File: config.mk
export PLATFORM = sky130hd
export DESIGN_NAME = ir_key_queue
export DESIGN_NICKNAME = d
export VERILOG_FILES = /design/src/rtl/ir_key_pkg.sv /design/src/rtl/ir_key_fifo.sv /design/src/rtl/ir_key_queue.sv
export SDC_FILE = /design/constraint.sdc
export NUM_CORES = 1
export LEC_CHECK = 0
export ABC_AREA = 0
export CAP_MARGIN = 20
export CORE_MARGIN = 4
export CORE_UTILIZATION = 60
export DETAILED_ROUTE_END_ITERATION = 16
export PLACE_DENSITY = 0.88
export SETUP_SLACK_MARGIN = 0.02
export SYNTH_ARGS = -nofsm -noshare
export SYNTH_HDL_FRONTEND = slang
export SYNTH_SLANG_ARGS = --single-unit
File: constraint.sdc
create_clock -name clk -period 10.2 [get_ports clk]
set_clock_uncertainty 0.1 [all_clocks]
set_input_delay 2.04 -clock clk [delete_from_list [all_inputs] [get_ports clk]]
set_output_delay 2.04 -clock clk [all_outputs]
set_load 0.005 [all_outputs]
File: src/rtl/ir_key_pkg.sv
// Shared definitions for the IR key queue: register offsets, entry layout, repeat FSM states.
// Latency: n/a (constants and pure functions only).
// Backpressure: n/a.
package ir_key_pkg;

  // Host window word offsets
  localparam logic [1:0] REG_DATA   = 2'd0;
  localparam logic [1:0] REG_STATUS = 2'd1;
  localparam logic [1:0] REG_CTRL   = 2'd2;
  localparam logic [1:0] REG_CLEAR  = 2'd3;

  // Queued entry: {rpt, key[7:0], custom[15:0]}
  localparam int ENTRY_W      = 25;
  localparam int ENT_CUST_LSB = 0;
  localparam int ENT_CUST_W   = 16;
  localparam int ENT_KEY_LSB  = 16;
  localparam int ENT_KEY_W    = 8;
  localparam int ENT_RPT_BIT  = 24;

  typedef enum logic {
    IDLE = 1'b0,
    HELD = 1'b1
  } rpt_state_e;

  // NEC integrity check: the top byte must be the bitwise inverse of the key byte.
  function automatic logic frame_ok(input logic [31:0] f);
    return (f[31:24] == ~f[23:16]);
  endfunction

  function automatic logic [ENTRY_W-1:0] make_entry(input logic rpt, input logic [31:0] f);
    logic [ENTRY_W-1:0] e;
    e = '0;
    e[ENT_RPT_BIT]                  = rpt;
    e[ENT_KEY_LSB +: ENT_KEY_W]     = f[23:16];
    e[ENT_CUST_LSB +: ENT_CUST_W]   = f[15:0];
    return e;
  endfunction

endpackage

File: src/rtl/ir_key_fifo.sv
// Synchronous FIFO with flush; head word is presented combinationally.
// Latency: a push is visible in count/head the cycle after it is presented.
// Backpressure: none upstream; a push while full is dropped (drop_o) unless a pop frees the slot that cycle.
//
// Ports: clk/reset_n, push_i/push_dat_i, pop_i, flush_i (wins over push and pop),
//        head_dat_o, full_o, empty_o, count_o, drop_o (push lost this cycle).
module ir_key_fifo #(
  parameter  int DEPTH = 8,
  parameter  int WIDTH = 25,
  localparam int AW    = (DEPTH > 1) ? $clog2(DEPTH) : 1,
  localparam int CW    = $clog2(DEPTH) + 1
) (
  input  logic             clk,
  input  logic             reset_n,
  input  logic             push_i,
  input  logic [WIDTH-1:0] push_dat_i,
  input  logic             pop_i,
  input  logic             flush_i,
  output logic [WIDTH-1:0] head_dat_o,
  output logic             full_o,
  output logic             empty_o,
  output logic [CW-1:0]    count_o,
  output logic             drop_o
);

  logic [WIDTH-1:0] mem_q [DEPTH];
  logic [AW-1:0]    wr_ptr_q, rd_ptr_q;
  logic [CW-1:0]    count_q, count_d;
  logic             do_push, do_pop;

  assign full_o     = (count_q == CW'(DEPTH));
  assign empty_o    = (count_q == '0);
  assign count_o    = count_q;
  assign head_dat_o = mem_q[rd_ptr_q];

  // A pop in the same cycle frees the slot, so a full FIFO still accepts the push.
  assign do_pop  = pop_i & ~empty_o;
  assign do_push = push_i & (~full_o | do_pop);
  assign drop_o  = push_i & ~flush_i & ~do_push;

  always_comb begin
    count_d = count_q;
    case ({do_push, do_pop})
      2'b10:   count_d = count_q + 1'b1;
      2'b01:   count_d = count_q - 1'b1;
      default: count_d = count_q;
    endcase
  end

  always_ff @(posedge clk or negedge reset_n) begin
    if (!reset_n) begin
      wr_ptr_q <= '0;
      rd_ptr_q <= '0;
      count_q  <= '0;
    end else if (flush_i) begin
      wr_ptr_q <= '0;
      rd_ptr_q <= '0;
      count_q  <= '0;
    end else begin
      // DEPTH is a power of two, so pointers wrap naturally.
      if (do_push) wr_ptr_q <= wr_ptr_q + 1'b1;
      if (do_pop)  rd_ptr_q <= rd_ptr_q + 1'b1;
      count_q <= count_d;
    end
  end

  // Storage carries no reset; contents are only observed through the valid count.
  always_ff @(posedge clk) begin
    if (do_push && !flush_i) mem_q[wr_ptr_q] <= push_dat_i;
  end

endmodule

File: src/rtl/ir_key_queue.sv
// IR key event queue: validates NEC frames, tags auto-repeats, buffers events for an Avalon-MM host.
// Latency: frame_valid -> count updated 2 cycles later, irq 3 cycles later; reads return 1 cycle after s_read.
// Backpressure: none toward the receiver; entries arriving while the queue is full are dropped and flagged (ovf).
//
// Ports: clk, reset_n (async active-low), frame_valid/frame_data from the IR receiver,
//        s_cs_n/s_address/s_read/s_write/s_writedata/s_readdata host slave window, irq level interrupt.
module ir_key_queue
  import ir_key_pkg::*;
#(
  parameter int DEPTH       = 8,
  parameter int HOLD_CYCLES = 6_000_000
) (
  input  logic        clk,
  input  logic        reset_n,
  input  logic        frame_valid,
  input  logic [31:0] frame_data,
  input  logic        s_cs_n,
  input  logic [1:0]  s_address,
  input  logic        s_read,
  input  logic        s_write,
  input  logic [31:0] s_writedata,
  output logic [31:0] s_readdata,
  output logic        irq
);

  localparam int             CW        = $clog2(DEPTH) + 1;
  localparam int             TW        = (HOLD_CYCLES > 1) ? $clog2(HOLD_CYCLES) : 1;
  localparam logic [TW-1:0]  HOLD_LOAD = TW'(HOLD_CYCLES - 1);

  // ---------------------------------------------------------------- validation
  logic frame_good, frame_bad;
  assign frame_good = frame_valid &  frame_ok(frame_data);
  assign frame_bad  = frame_valid & ~frame_ok(frame_data);

  // ---------------------------------------------------------------- control regs
  logic irq_en_q, irq_en_d;
  logic repeat_en_q, repeat_en_d;
  logic ovf_q, ovf_d;
  logic [7:0] err_q, err_d;

  // ---------------------------------------------------------------- repeat FSM
  rpt_state_e    state_q, state_d;
  logic [23:0]   last_q, last_d;
  logic [TW-1:0] timer_q, timer_d;
  logic          push_d, push_q;
  logic          rpt_d;
  logic [ENTRY_W-1:0] entry_q;

  always_comb begin
    state_d = state_q;
    last_d  = last_q;
    timer_d = timer_q;
    push_d  = 1'b0;
    rpt_d   = 1'b0;
    case (state_q)
      IDLE: begin
        if (frame_good) begin
          push_d  = 1'b1;
          last_d  = frame_data[23:0];
          timer_d = HOLD_LOAD;
          state_d = HELD;
        end
      end
      HELD: begin
        // A good frame always keeps us in HELD, even on the cycle the timer hits zero.
        if (frame_good) begin
          timer_d = HOLD_LOAD;
          if (frame_data[23:0] == last_q) begin
            push_d = repeat_en_q;
            rpt_d  = 1'b1;
          end else begin
            push_d = 1'b1;
            last_d = frame_data[23:0];
          end
        end else if (timer_q == '0) begin
          state_d = IDLE;
        end else begin
          timer_d = timer_q - 1'b1;
        end
      end
      default: state_d = IDLE;
    endcase
  end

  always_ff @(posedge clk or negedge reset_n) begin
    if (!reset_n) begin
      state_q <= IDLE;
      last_q  <= '0;
      timer_q <= '0;
      push_q  <= 1'b0;
      entry_q <= '0;
    end else begin
      state_q <= state_d;
      last_q  <= last_d;
      timer_q <= timer_d;
      push_q  <= push_d;
      if (push_d) entry_q <= make_entry(rpt_d, frame_data);
    end
  end

  // ---------------------------------------------------------------- bus decode
  logic rd_en, wr_en;
  logic fifo_pop, fifo_flush;
  logic clr_ovf, clr_err;
  assign rd_en      = ~s_cs_n & s_read;
  assign wr_en      = ~s_cs_n & s_write;
  assign fifo_pop   = rd_en & (s_address == REG_DATA);
  assign fifo_flush = wr_en & (s_address == REG_CLEAR) & s_writedata[2];
  assign clr_ovf    = wr_en & (s_address == REG_CLEAR) & s_writedata[0];
  assign clr_err    = wr_en & (s_address == REG_CLEAR) & s_writedata[1];

  logic unused_wdata;
  assign unused_wdata = ^s_writedata[31:3];

  // ---------------------------------------------------------------- queue
  logic [ENTRY_W-1:0] head_dat;
  logic               fifo_full, fifo_empty, fifo_drop;
  logic [CW-1:0]      fifo_count;

  ir_key_fifo #(
    .DEPTH (DEPTH),
    .WIDTH (ENTRY_W)
  ) u_fifo (
    .clk        (clk),
    .reset_n    (reset_n),
    .push_i     (push_q),
    .push_dat_i (entry_q),
    .pop_i      (fifo_pop),
    .flush_i    (fifo_flush),
    .head_dat_o (head_dat),
    .full_o     (fifo_full),
    .empty_o    (fifo_empty),
    .count_o    (fifo_count),
    .drop_o     (fifo_drop)
  );

  // ---------------------------------------------------------------- register next state
  logic [31:0] status_w;
  logic [31:0] rdata_d;

  always_comb begin
    status_w        = '0;
    status_w[6:0]   = 7'(fifo_count);
    status_w[8]     = fifo_empty;
    status_w[9]     = fifo_full;
    status_w[10]    = ovf_q;
    status_w[23:16] = err_q;
  end

  always_comb begin
    rdata_d = s_readdata;
    if (rd_en) begin
      case (s_address)
        REG_DATA:   rdata_d = fifo_empty ? 32'h0 : {7'b0, head_dat};
        REG_STATUS: rdata_d = status_w;
        REG_CTRL:   rdata_d = {30'b0, repeat_en_q, irq_en_q};
        default:    rdata_d = 32'h0;
      endcase
    end
  end

  always_comb begin
    irq_en_d    = irq_en_q;
    repeat_en_d = repeat_en_q;
    if (wr_en && s_address == REG_CTRL) begin
      irq_en_d    = s_writedata[0];
      repeat_en_d = s_writedata[1];
    end
    // A drop on the same cycle as a clear is a fresh overflow, so it survives.
    ovf_d = ovf_q;
    if (clr_ovf)   ovf_d = 1'b0;
    if (fifo_drop) ovf_d = 1'b1;
    err_d = err_q;
    if (clr_err)                        err_d = 8'h00;
    else if (frame_bad && err_q != 8'hFF) err_d = err_q + 8'd1;
  end

  always_ff @(posedge clk or negedge reset_n) begin
    if (!reset_n) begin
      irq_en_q    <= 1'b0;
      repeat_en_q <= 1'b1;
      ovf_q       <= 1'b0;
      err_q       <= 8'h00;
      s_readdata  <= 32'h0;
      irq         <= 1'b0;
    end else begin
      irq_en_q    <= irq_en_d;
      repeat_en_q <= repeat_en_d;
      ovf_q       <= ovf_d;
      err_q       <= err_d;
      s_readdata  <= rdata_d;
      // Driven from the count already visible on STATUS, so irq trails the count by one cycle.
      irq         <= irq_en_q & (fifo_count != '0);
    end
  end

endmodule
==> key figures <==
Power
  – Combinational power share: 21.0%
  – Clock power share: 32.0%
  – Sw Ratio: 27.35%
  – Flop pwr share: 47.0%
  – Peak supply drop: 0.0001490 V
  – P_leak: 5.492 nW
  – Internal power: 2.418 mW
  – Psw: 0.9104 mW
  – PD cells: 217.2 nW/um^2

Placed design
  – Setup WS pre-CTS: 4.992 ns
  – Detail Placement HPWL: 16640 um
  – Placed cell count: 1157
  – Final Wtd Congestion: 0.8111
  – Port Buffers: 68

Clocking
  – Sink Count: 321
  – PostCTS Resize Cnt: 0
  – Clock Root Buffer: clkbuf_16
  – Clock Path Buffers: 3
  – Post-CTS Setup Bufs: 0
  – Clk_lat worst skew: 0.56 ns
  – Clock transition at path regs: 0.06 ns
  – H-tree Lvls: 1
  – Hold buffers post-CTS: 0
  – CTS tree: done
  – CTS buffer count: 31

Floorplanning
  – Total I/O pin count: 105
  – Core area: 21960 sq um
  – Initial Utilization: 61.30%
  – Die W: 157.8 um
  – Die Height: 157.8 um
  – Die ar.: 24890 sq um
  – Rows: 54

Critical path
  – Crit path cell chain: clkdlybuf4s50_1 -> nor4b_2 -> o21ai_0 -> or3_1 -> nor2_4
  – Crit path kind: in2reg
  – Highest cell delay on the worst timing path: 0.83 ns
  – Crit path max fanout: 25
  – Type of origin of the critical path: input pin
  – Slowest cell on the critical path: nor2_4
  – Setup crit start: s_address[0]
  – Data arrival, critical path: 4.79 ns
  – CP endpoint kind: flip-flop
  – R2R Path Start: u_fifo.count_o[3]
  – Worst path bufs/invs: 1
  – Critical Path RT: 10.27 ns
  – CP top delay family: simple AND/OR/NAND/NOR gates

Route
  – Initial drt markers: 620
  – # DRC: 0
  – Total number of vias: 7695
  – Drt first pass iters: 4
  – Routed length per instance: 23.69 um
  – Routed wire length: 28760 um
  – Number of nets with antenna violations after routing: 0
  – Post-DR vias/cell: 6.339

Yosys
  – Cell taking the most area after synthesis: edfxtp_1
  – Synth warn: 0
  – Post-synth cell types: 69
  – Simple-gate share of the synthesized area: 7.734%
  – Share of the synthesized area in the top cell type: 44.62%
  – Most common flop cell mapped by yosys: edfxtp_1
  – Sequential area share after synthesis: 67.12%
  – Post-Syn Area: 13460 sq um
  – Mux cell area share after synthesis: 14.91%
  – Post-synthesis xor/xnor area fraction: 2.863%
  – Synthesized area per cell: 16.02 sq um
  – Number of synthesized flops with an enable pin: 200
  – Seq cells post-synth: 321
  – FFs w/ async S/R, synth: 37.69%
  – Cells after Synth: 840
  – Top area cells in the synthesized netlist: edfxtp_1 (45%), dfrtp_1 (22%), mux4_2 (8.2%)
  – Main combinational cell family by area after synthesis: multiplexers
  – Synth Area in Adders: 0.4648%
  – Compound-Gate Fraction of Synth Area: 4.648%

Min path
  – Hold_sp: s_readdata[8]
  – Hold/Removal Path Class: reg2reg

Global route
  – GRT busiest layer: met2
  – Gr ovfl total: 0
  – M1 GR Usage: 32.53%
  – Antenna violations before repair: 1
  – Vias in the first global route: 7800
  – GR Layer Usage met2: 39.14%
  – First-pass GRT wire length: 45040 um
  – M3 GR Usage: 4.702%
  – Largest net degree at the start of global routing: 75
  – GRT Overall Usage: 23.79%

Timing
  – Worst slew pin tran: 0.9984 ns
  – Pins Over Slew Limit: 0
  – Setup total negative slack: 0 ns
  – Hold Violations, Final: 0
  – Final setup violation count: 0
  – Max_slew headroom: 33.28%
  – Unrepaired setup endpoints after global routing: false
  – Minimum clock period: 4.717 ns
  – Setup WS post-layout: 5.483 ns
  – Fin crit share: 46.25%
  – Max Clk Rate: 212.0 MHz

Finish
  – Share of layout cells above drive strength 1: 19.49%
  – Final core utilization: 69.77%
  – Multi-input logic area: 4203 sq um
  – Diode count: 0
  – Cell Count, Final, Fillers Out: 1214
  – Synthesis-to-layout area growth: 13.81%
  – Filler cells: 1331
  – Most frequent cells in the layout: edfxtp_1 (200), dfrtp_1 (118), clkdlybuf4s50_1 (67)
  – FF/Latch Area: 9037 sq um
  – Final #Nets: 987
  – Most common cell after layout, fill and taps aside: edfxtp_1

Outcome
  – Outcome: finished, final reports clean

Flow run
  – Max Cap Viol: 0
-- sequential cells by signal, indices dropped and copies added, names as in the netlist, 3 cells and up --
signal           cells
u_fifo.count_o       4
s_readdata          25
u_fifo.wr_ptr_q      3
timer_q             23
err_q                8
entry_q             25
last_q              24
u_fifo.mem_q       200
u_fifo.rd_ptr_q      3
-- layout make-up --
class | instances | area share, %
clock buffer | 45 | 5.668
clock inverter | 12 | 0.4819
inverter | 9 | 0.2205
multi-input combinational | 469 | 27.43
sequential | 321 | 58.99
tap | 280 | 2.287
timing repair buffer | 78 | 4.917
-- path summary, 6_finish.rpt --
check                      slack, ns  cells after the start                   to
setup / recovery                5.48                      5  u_fifo.mem_q[4][23]
hold / removal                  0.38                      2        s_readdata[8]
setup reg to reg                7.41                      4  u_fifo.mem_q[4][23]
hold reg to reg                 0.38                      2        s_readdata[8]
max in group asynchronous       7.13                      2          timer_q[18]
min in group asynchronous       1.41                      1        s_readdata[7]
-- per-layer routing --
layer / vias up / wire (um)
met5: - / 7
met4: 2 / 870
met3: 63 / 2460
met2: 396 / 14050
met1: 3882 / 11370
li1: 3352 / -
-- logic make-up (layout without fill, tap and decap cells) --
group                    after synthesis  in the layout
AO/OA/AOI/OAI                        100            100
XOR/XNOR                              44             44
adder cells (fa/ha/maj)                5              5
buffers and inverters                 56            144
flip-flops                           321            321
multiplexers                         126            126
other                                  1              7
AND/OR/NAND/NOR                      187            187
-- cells in the mapped netlist, types with 5 or more instances --
library cell  instances
edfxtp_1            200
dfrtp_1             120
nand2_1              51
mux4_2               49
nor2_1               42
xnor2_1              38
a21oi_1              37
mux2i_1              28
mux2_2               27
o21ai_0              27
mux2_4               19
clkbuf_1             18
nand3_1              16
buf_2                15
or3_1                12
buf_4                10
inv_1                 9
nor3_1                9
o31ai_1               9
or4_1                 9
nand4_1               7
xor2_1                6
ha_1                  5
o211ai_1              5
-- power by group through the flow --
stage | combinational [mW] | sequential, mW | clock, mW
2_1_floorplan | 0.496 | 1.56 | 0
3_3_place_gp | 0.665 | 1.58 | 0
3_5_place_dp | 0.684 | 1.59 | 0
4_1_cts | 0.704 | 1.56 | 1.08
5_1_grt | 0.757 | 1.57 | 1.14
6_report | 0.698 | 1.56 | 1.07
-- through the flow --
stage	hold WS [ns]	power, mW	cell area (sq um)
2_1_floorplan	0.3647	2.061	13480
3_3_place_gp	0.3603	2.244	14380
3_5_place_dp	0.3657	2.271	14380
4_1_cts	0.3794	3.345	15320
5_1_grt	0.3958	3.473	15320
6_report	0.3769	3.328	15320
-- tightest hold or removal path, stage by stage (launching register included) --
cell	delay, ns
dfrtp_1	0.34
nand2_1	0.05
o31ai_1	0.05
Note: power is estimated with default switching activity, not from simulation.
